<file path="config.mk">
export PLATFORM = sky130hd
export DESIGN_NAME = data_mem_arbiter
export DESIGN_NICKNAME = d
export VERILOG_FILES = /design/src/rtl/data_mem_arb_pkg.sv /design/src/rtl/rr_arbiter2.sv /design/src/rtl/data_mem_arbiter.sv
export SDC_FILE = /design/constraint.sdc
export NUM_CORES = 1
export LEC_CHECK = 0
export CAP_MARGIN = 5
export CORE_UTILIZATION = 30
export CTS_BUF_LIST = sky130_fd_sc_hd__clkbuf_4 sky130_fd_sc_hd__clkbuf_8
export DETAILED_ROUTE_END_ITERATION = 16
export PLACE_DENSITY = 0.73
export SLEW_MARGIN = 20
export SYNTH_ARGS = -nofsm -noshare
export SYNTH_HDL_FRONTEND = slang
export SYNTH_SLANG_ARGS = --single-unit
</file>
<file path="constraint.sdc">
create_clock -name clock -period 4 [get_ports clock]
set_input_delay 0.6 -clock clock [delete_from_list [all_inputs] [get_ports clock]]
set_output_delay 0.6 -clock clock [all_outputs]
set_load 0.005 [all_outputs]
</file>
<file path="src/rtl/data_mem_arb_pkg.sv">
// Shared types and helpers for data_mem_arbiter.
// The misalignment helper is used only when DATA_MEM_ARB_MISALIGN_CHECK_EN is defined.
package data_mem_arb_pkg;

    localparam logic [2:0] DT_BYTE = 3'd0;
    localparam logic [2:0] DT_HALF = 3'd1;
    localparam logic [2:0] DT_WORD = 3'd2;

    typedef enum logic [1:0] {
        IDLE   = 2'd0,
        ACCESS = 2'd1,
        RESP   = 2'd2
    } arb_state_e;

    // Illegal when the size code is unknown or the address is not size-aligned.
    function automatic logic misaligned(input logic [1:0] addr_lo, input logic [2:0] dtype);
        logic bad;
        bad = 1'b0;
        if (dtype > DT_WORD)
            bad = 1'b1;
        else if (dtype == DT_HALF)
            bad = addr_lo[0];
        else if (dtype == DT_WORD)
            bad = |addr_lo;
        return bad;
    endfunction

endpackage

</file>
<file path="src/rtl/rr_arbiter2.sv">
// Combinational two-way round-robin grant: a lone request wins outright,
// and on a tie the port that did not win last time is chosen.
module rr_arbiter2 (
    input  logic [1:0] i_req,
    input  logic       i_last,
    output logic [1:0] o_gnt,
    output logic       o_idx
);

    always_comb begin
        o_gnt = 2'b00;
        o_idx = 1'b0;
        case (i_req)
            2'b01: begin
                o_gnt = 2'b01;
                o_idx = 1'b0;
            end
            2'b10: begin
                o_gnt = 2'b10;
                o_idx = 1'b1;
            end
            2'b11: begin
                o_idx = ~i_last;
                o_gnt = i_last ? 2'b01 : 2'b10;
            end
            default: begin
                o_gnt = 2'b00;
                o_idx = 1'b0;
            end
        endcase
    end

endmodule

</file>
<file path="src/rtl/data_mem_arbiter.sv">
// Round-robin arbiter sharing one single-ported data memory between the CPU (port 0)
// and a DMA engine (port 1). Define DATA_MEM_ARB_MISALIGN_CHECK_EN to reject misaligned accesses.
module data_mem_arbiter
    import data_mem_arb_pkg::*;
#(
    parameter int AW = 32,
    parameter int DW = 32
) (
    input  logic          clock,
    input  logic          reset_n,
    input  logic [1:0]    req_valid,
    output logic [1:0]    req_ready,
    input  logic [1:0]    req_write,
    input  logic [AW-1:0] req_addr0,
    input  logic [AW-1:0] req_addr1,
    input  logic [DW-1:0] req_wdata0,
    input  logic [DW-1:0] req_wdata1,
    input  logic [2:0]    req_type0,
    input  logic [2:0]    req_type1,
    output logic [1:0]    resp_valid,
    output logic [DW-1:0] resp_rdata,
    output logic          resp_err,
    output logic [AW-1:0] mem_address,
    output logic [DW-1:0] mem_write_data,
    output logic          mem_MemWrite,
    output logic [2:0]    mem_data_type,
    input  logic [DW-1:0] mem_ReadData
);

    arb_state_e    r_state;
    logic          r_last;
    logic          r_gidx;
    logic          r_err;
    logic [AW-1:0] r_mem_addr;
    logic [DW-1:0] r_mem_wdata;
    logic          r_mem_we;
    logic [2:0]    r_mem_type;
    logic [1:0]    r_resp_valid;
    logic [DW-1:0] r_resp_rdata;
    logic          r_resp_err;

    logic [1:0]    w_gnt;
    logic          w_idx;
    logic [AW-1:0] w_sel_addr;
    logic [DW-1:0] w_sel_wdata;
    logic [2:0]    w_sel_type;
    logic          w_sel_write;
    logic          w_err;

    rr_arbiter2 u_rr (
        .i_req  (req_valid),
        .i_last (r_last),
        .o_gnt  (w_gnt),
        .o_idx  (w_idx)
    );

    assign w_sel_addr  = w_idx ? req_addr1  : req_addr0;
    assign w_sel_wdata = w_idx ? req_wdata1 : req_wdata0;
    assign w_sel_type  = w_idx ? req_type1  : req_type0;
    assign w_sel_write = req_write[w_idx];

`ifdef DATA_MEM_ARB_MISALIGN_CHECK_EN
    assign w_err = misaligned(w_sel_addr[1:0], w_sel_type);
`else
    assign w_err = 1'b0;
`endif

    // Accept only from IDLE; the requester sees ready in the same cycle it is granted.
    assign req_ready = (r_state == IDLE) ? w_gnt : 2'b00;

    always_ff @(posedge clock or negedge reset_n) begin
        if (!reset_n) begin
            r_state      <= IDLE;
            r_last       <= 1'b1;
            r_gidx       <= 1'b0;
            r_err        <= 1'b0;
            r_mem_addr   <= '0;
            r_mem_wdata  <= '0;
            r_mem_we     <= 1'b0;
            r_mem_type   <= 3'd0;
            r_resp_valid <= 2'b00;
            r_resp_rdata <= '0;
            r_resp_err   <= 1'b0;
        end else begin
            case (r_state)
                IDLE: begin
                    if (|req_valid) begin
                        r_state     <= ACCESS;
                        r_gidx      <= w_idx;
                        r_last      <= w_idx;
                        r_err       <= w_err;
                        r_mem_addr  <= w_sel_addr;
                        r_mem_wdata <= w_sel_wdata;
                        r_mem_type  <= w_sel_type;
                        r_mem_we    <= w_sel_write & ~w_err;
                    end
                end
                ACCESS: begin
                    // Stores and rejected accesses return zero data.
                    r_resp_rdata <= (r_err | r_mem_we) ? '0 : mem_ReadData;
                    r_resp_err   <= r_err;
                    r_resp_valid <= r_gidx ? 2'b10 : 2'b01;
                    r_mem_we     <= 1'b0;
                    r_state      <= RESP;
                end
                RESP: begin
                    r_resp_valid <= 2'b00;
                    r_state      <= IDLE;
                end
                default: r_state <= IDLE;
            endcase
        end
    end

    assign resp_valid     = r_resp_valid;
    assign resp_rdata     = r_resp_rdata;
    assign resp_err       = r_resp_err;
    assign mem_address    = r_mem_addr;
    assign mem_write_data = r_mem_wdata;
    assign mem_MemWrite   = r_mem_we;
    assign mem_data_type  = r_mem_type;

endmodule

</file>
==> flow_metrics.env, run 1 <==
export IMPL_status="complete, no violations"
export IMPL_grt_max_degree=79
export IMPL_initial_utilization=0.311
export IMPL_drc_errors=0
export IMPL_grt_total_usage=0.161
export IMPL_r2r_start="r_state[1]$_DFFE_PN0P_"
export IMPL_cts_made_buffers=9
export IMPL_cts_htree_levels=3
export IMPL_crit_top_cell="clkdlybuf4s50_1"
export IMPL_cts_tree="built"
export IMPL_finalClockSkew_ns=0.00687
export IMPL_report_final_slew_viol_count=0
export IMPL_cts_resized=0
export IMPL_hold_buffers=0
export IMPL_finalWirelength_mm=13.3
export IMPL_rr_worst_depth=5
export IMPL_layout_nets=899
export IMPL_cts_sinks=106
export IMPL_hp_class="in2async"
export IMPL_die_w_um=128
export IMPL_crit_chain="clkdlybuf4s50_1 > a21bo_4 > nor2_2 > clkdlybuf4s50_1"
export IMPL_routabilityCongestion=0.706
export IMPL_path_clk_slew_ns=0.10
export IMPL_syn_nets=641
export IMPL_drtIter0Drc=153
export IMPL_antenna_found_initial=0
export IMPL_placeableCoreArea_mm2=0.0154
export IMPL_setup_ws_ns=1.21
export IMPL_critical_path_arrival_ns=2.19
export IMPL_finalCritPeriodShare=0.697
export IMPL_post_cts_buffers=0
export IMPL_dp_slack_ns=1.18
export IMPL_holdWs_ns=0.375
export IMPL_synth_cell_type_count=27
export IMPL_setup_viol=0
export IMPL_min_period_ns=2.79
export IMPL_ir_worst_vdd_mv=0.288
export IMPL_drtPass1Iterations=4
export IMPL_ys_seq_elements=106
export IMPL_startpoint="req_valid[1]"
export IMPL_cts_buffer_depth=2
export IMPL_die_h_um=128
export IMPL_rrSetupSlack_ns=2.15
export IMPL_grt_pass1_wl_mm=20.6
export IMPL_num_rows=45
export IMPL_final_area_mm2=0.00792
export IMPL_antenna_cells=0
export IMPL_vias=4215
export IMPL_crit_type="in2out"
export IMPL_grt_pass1_vias=4167
export IMPL_leakagePower_nw=3.53
export IMPL_layoutNonFillerInstCount=939
export IMPL_yosysSeqAreaShare=0.553
export IMPL_critPathCaptureType="output port"
export IMPL_synthToLayoutAreaGrowth_pct=65.1
export IMPL_postRouteAntennaNets=0
export IMPL_hpwl_mm=10.1
export IMPL_portBuffers=275
export IMPL_cap_violations=0
export IMPL_syn_inst=466
export IMPL_p_per_area_mw_per_mm2=627
export IMPL_dpl_instance_area_mm2=0.00770
export IMPL_required_ns=3.40
export IMPL_drive_gt1_frac=0.0385
export IMPL_grt_overflow_total=0
export IMPL_tns_ns=0
export IMPL_io_pins=277
export IMPL_cts_root_buf="clkbuf_8"
export IMPL_worstMarginPinSlew_ns=1.02
export IMPL_die_area_mm2=0.0165
export IMPL_worst_r2r_endpoint="mem_MemWrite$_DFFE_PN0P_"
export IMPL_dp_cells=924
export IMPL_p_total_mw=4.96
export IMPL_clock_fmax_mhz=358
export IMPL_critPathMaxStageDelay_ns=0.63
export IMPL_final_util=0.513
export IMPL_synth_warnings=0
export IMPL_finalHoldViolations=0
export IMPL_start_kind="input port"
export IMPL_wl_per_cell_um=14.2
export IMPL_relSlewSlack=0.320
export IMPL_avgSynthCellArea_um2=10.3
export IMPL_critPathMaxFanout=7
export IMPL_cp_slowest_cell="clkdlybuf4s50_1"
export IMPL_via_per_inst=4.49
export IMPL_netlist_area_mm2=0.00480
export IMPL_rsz0062_at_grt="false"
export IMPL_clock_latency_ns=0.37
[flip-flops by register name (all words and copies together), names as in the netlist]
name,count
mem_MemWrite,1
mem_address,32
r_state,2
mem_write_data,32
r_gidx,1
r_last,1
mem_data_type,3
resp_valid,2
resp_rdata,32
[cells in the mapped netlist]
cell type,n,area share
nand2_1,68,0.053
buf_4,4,0.0063
nor2_1,2,0.0016
nand3_1,1,0.0010
a21bo_1,1,0.0021
mux2i_1,68,0.14
dfstp_2,1,0.0055
a21o_1,1,0.0016
dfrtp_1,105,0.55
buf_1,1,0.00078
o41ai_1,1,0.0018
mux2_2,1,0.0023
nand2b_1,1,0.0013
a31oi_1,1,0.0013
o21ai_1,9,0.0094
ha_1,3,0.0078
clkbuf_1,19,0.015
a21oi_1,2,0.0021
nor3_1,1,0.0010
o31ai_1,2,0.0031
nand3b_1,33,0.052
buf_6,3,0.0070
conb_1,1,0.00078
nor2_2,1,0.0013
buf_2,7,0.0073
o21ai_0,92,0.096
inv_1,37,0.029
[how the worst max path moves through the flow]
| stage | end | cells past startpoint |
|---|---|---|
| final | req_ready[1] | 4 |
| after global routing | req_ready[1] | 4 |
| after CTS | req_ready[1] | 4 |
| after detailed placement | req_ready[1] | 4 |
| after global placement | req_ready[1] | 4 |
| after floorplan | req_ready[1] | 5 |
[layout make-up]
| type | instances | area (um^2) |
|---|---|---|
| multi-input cells | 289 | 1850 |
| well taps | 211 | 264 |
| clock inverters | 4 | 76.3 |
| repair buffers | 281 | 2800 |
| inverters | 37 | 139 |
| clock buffers | 11 | 139 |
| fillers | 1381 | 7510 |
| flip-flops and latches | 106 | 2650 |
[placed cells by master (no fill, tap or decap), types with 7 or more instances in the layout]
cell type,synthesis,final
inv_1,37,37
nand3b_1,33,33
dfrtp_1,105,105
mux2i_1,68,68
o21ai_0,92,91
clkbuf_8,0,9
o21ai_1,9,9
buf_4,4,7
nand2_1,68,68
clkdlybuf4s50_1,0,274
[cells by family after synthesis]
kind of cell,after synthesis,synth area share
and+or+nand+nor,107,0.111
adders and majority gates,3,0.00783
muxes,69,0.144
buffers and inverters,71,0.0652
DFF,106,0.553
other,1,0.000782
AOI/OAI and AO/OA,109,0.117
[layer usage]
| metal | share of wire | global-route usage |
|---|---|---|
| met2 | 0.49 | 0.280 |
| met5 | 0 | 0 |
| met3 | 0.087 | 0.0565 |
| met1 | 0.40 | 0.182 |
| met4 | 0.016 | 0.0588 |
[power by group]
group / leakage (nW) / internal, mW / switching (mW)
registers: 1.31 / 1.59 / 0.301
logic: 2.11 / 1.36 / 0.981
clock network: 0.107 / 0.366 / 0.366
total: 3.53 / 3.32 / 1.65
[critical path: cells and delay by family]
kind	cells	cell delay, ns
simple gates	1	0.10
buf+inv	2	1.20
compound gates	1	0.28
Power figures use the tool's default switching activity.
==> inputs of run 2 (changes only) <==
PLACE_DENSITY = 0.75   (was 0.73)
clock period = 2.25 ns   (was 4 ns; I/O delays follow)
==> flow_metrics.env, run 2 (same netlist as run 1, synthesis figures left out) <==
export IMPL_status="complete, no violations"
export IMPL_leakagePower_nw=3.59
export IMPL_grt_pass1_vias=4244
export IMPL_finalCritPeriodShare=0.879
export IMPL_cts_buffer_depth=2
export IMPL_final_area_mm2=0.00801
export IMPL_setup_ws_ns=0.273
export IMPL_rsz0062_at_grt="false"
export IMPL_wl_per_cell_um=14.4
export IMPL_layout_nets=905
export IMPL_drive_gt1_frac=0.0476
export IMPL_final_util=0.519
export IMPL_p_total_mw=8.79
export IMPL_dpl_instance_area_mm2=0.00780
export IMPL_holdWs_ns=0.485
export IMPL_layout_common_cells="clkdlybuf4s50_1 (272), dfrtp_1 (105), o21ai_0 (91)"
export IMPL_synthToLayoutAreaGrowth_pct=66.9
export IMPL_min_period_ns=1.98
export IMPL_crit_chain="inv_1 > ha_4 > inv_1 > nor2_2 > dlygate4sd2_1"
export IMPL_portBuffers=275
export IMPL_fillers=1456
export IMPL_ir_worst_vdd_mv=0.475
export IMPL_via_per_inst=4.42
export IMPL_num_rows=45
export IMPL_start_kind="flip-flop"
export IMPL_grt_total_usage=0.168
export IMPL_rr_worst_depth=4
export IMPL_p_per_area_mw_per_mm2=1100
export IMPL_cp_slowest_cell="dfrtp_1"
export IMPL_dp_slack_ns=0.145
export IMPL_layoutNonFillerInstCount=946
export IMPL_die_area_mm2=0.0165
export IMPL_report_final_slew_viol_count=0
export IMPL_clock_fmax_mhz=506
export IMPL_hp_class="in2async"
export IMPL_critical_path_arrival_ns=1.64
export IMPL_cts_htree_levels=3
export IMPL_multi_input_comb_area_mm2=0.00186
export IMPL_setup_viol=0
export IMPL_crit_top_cell="inv_1"
export IMPL_worst_r2r_endpoint="mem_write_data[5]$_DFFE_PN0P_"
export IMPL_finalWirelength_mm=13.7
export IMPL_routabilityCongestion=0.747
export IMPL_postRouteAntennaNets=0
export IMPL_grt_pass1_wl_mm=21.4
export IMPL_critPathMaxFanout=6
export IMPL_final_common_cell="clkdlybuf4s50_1"
export IMPL_finalClockSkew_ns=0.0229
export IMPL_cap_violations=0
export IMPL_finalHoldViolations=0
export IMPL_cts_sinks=106
export IMPL_cts_root_buf="clkbuf_8"
export IMPL_path_clk_slew_ns=0.11
export IMPL_critPathMaxStageDelay_ns=0.42
export IMPL_die_h_um=128
export IMPL_post_cts_buffers=0
export IMPL_crit_type="reg2out"
export IMPL_cts_tree="built"
export IMPL_antenna_cells=0
export IMPL_placeableCoreArea_mm2=0.0154
export IMPL_drc_errors=0
export IMPL_cts_made_buffers=9
export IMPL_clock_latency_ns=0.37
export IMPL_cp_num_buf_inv=3
export IMPL_antenna_found_initial=0
export IMPL_io_pins=277
export IMPL_tns_ns=0
export IMPL_dp_cells=929
export IMPL_initial_utilization=0.311
export IMPL_die_w_um=128
export IMPL_drtIter0Drc=156
export IMPL_grt_max_degree=69
export IMPL_grt_overflow_total=0
export IMPL_required_ns=1.91
export IMPL_drtPass1Iterations=4
export IMPL_rrSetupSlack_ns=0.62
export IMPL_regArea_mm2=0.00265
export IMPL_critPathCaptureType="output port"
export IMPL_hpwl_mm=10.1
export IMPL_r2r_start="r_last$_DFFE_PN1P_"
export IMPL_crit_family="buffers and inverters"
export IMPL_vias=4178
-- run 2: how the worst max path moves through the flow --
stage                           start                              to  slack (ns)  cells past startpoint
2_1_floorplan  r_state[0]$_DFFE_PN0P_  mem_write_data[25]$_DFFE_PN0P_        0.74                      8
5_1_grt        r_state[0]$_DFFE_PN0P_                    req_ready[1]        0.15                      5
3_3_place_gp             req_valid[1]                    req_ready[1]        0.16                      4
3_5_place_dp             req_valid[1]                    req_ready[1]        0.14                      4
6_report       r_state[0]$_DFFE_PN0P_                    req_ready[1]        0.27                      5
4_1_cts        r_state[0]$_DFFE_PN0P_                    req_ready[0]        0.05                      5
-- run 2: power by group --
part,switching [mW],internal [mW],total [mW]
logic,1.83,2.55,4.38
clock network,0.670,0.451,1.12
registers,0.464,2.82,3.29
total,2.96,5.82,8.79
-- run 2: repair_timing --
action,CTS,global route
gates resized for setup,3,1
hold buffers,1,0
pin swaps,0,0
cloned,0,0
endpoints found under the hold margin,34,0
endpoints found under the setup margin,2,1
-- run 2: final cells by class --
class,count,area share
repair buffers,287,0.363
flip-flops and latches,106,0.332
multi-input cells,289,0.233
well taps,211,0.0330
clock buffers,11,0.0181
inverters,37,0.0173
clock inverters,5,0.00438
-- run 2: worst reg2reg max path, delay by kind of cell (launching register included) --
family | cells | cell delay (ns)
buffers and inverters | 1 | 0.40
muxes | 1 | 0.28
AOI/OAI and AO/OA | 2 | 0.25
DFF | 1 | 0.58
-- run 2: layer usage --
| metal | up-vias | GRT usage | wire length (um) |
|---|---|---|---|
| met5 | - | 0 | 0 |
| met4 | 0 | 0.0415 | 109 |
| met3 | 6 | 0.0694 | 1410 |
| met2 | 164 | 0.291 | 6680 |
| met1 | 1921 | 0.192 | 5460 |
| li1 | 2087 | - | - |
==> inputs of run 3 (changes only) <==
HOLD_SLACK_MARGIN = 0.1   (was not set)
==> results of run 3 <==
Same layout as run 2: the final DEF is identical, and so are final timing and power.
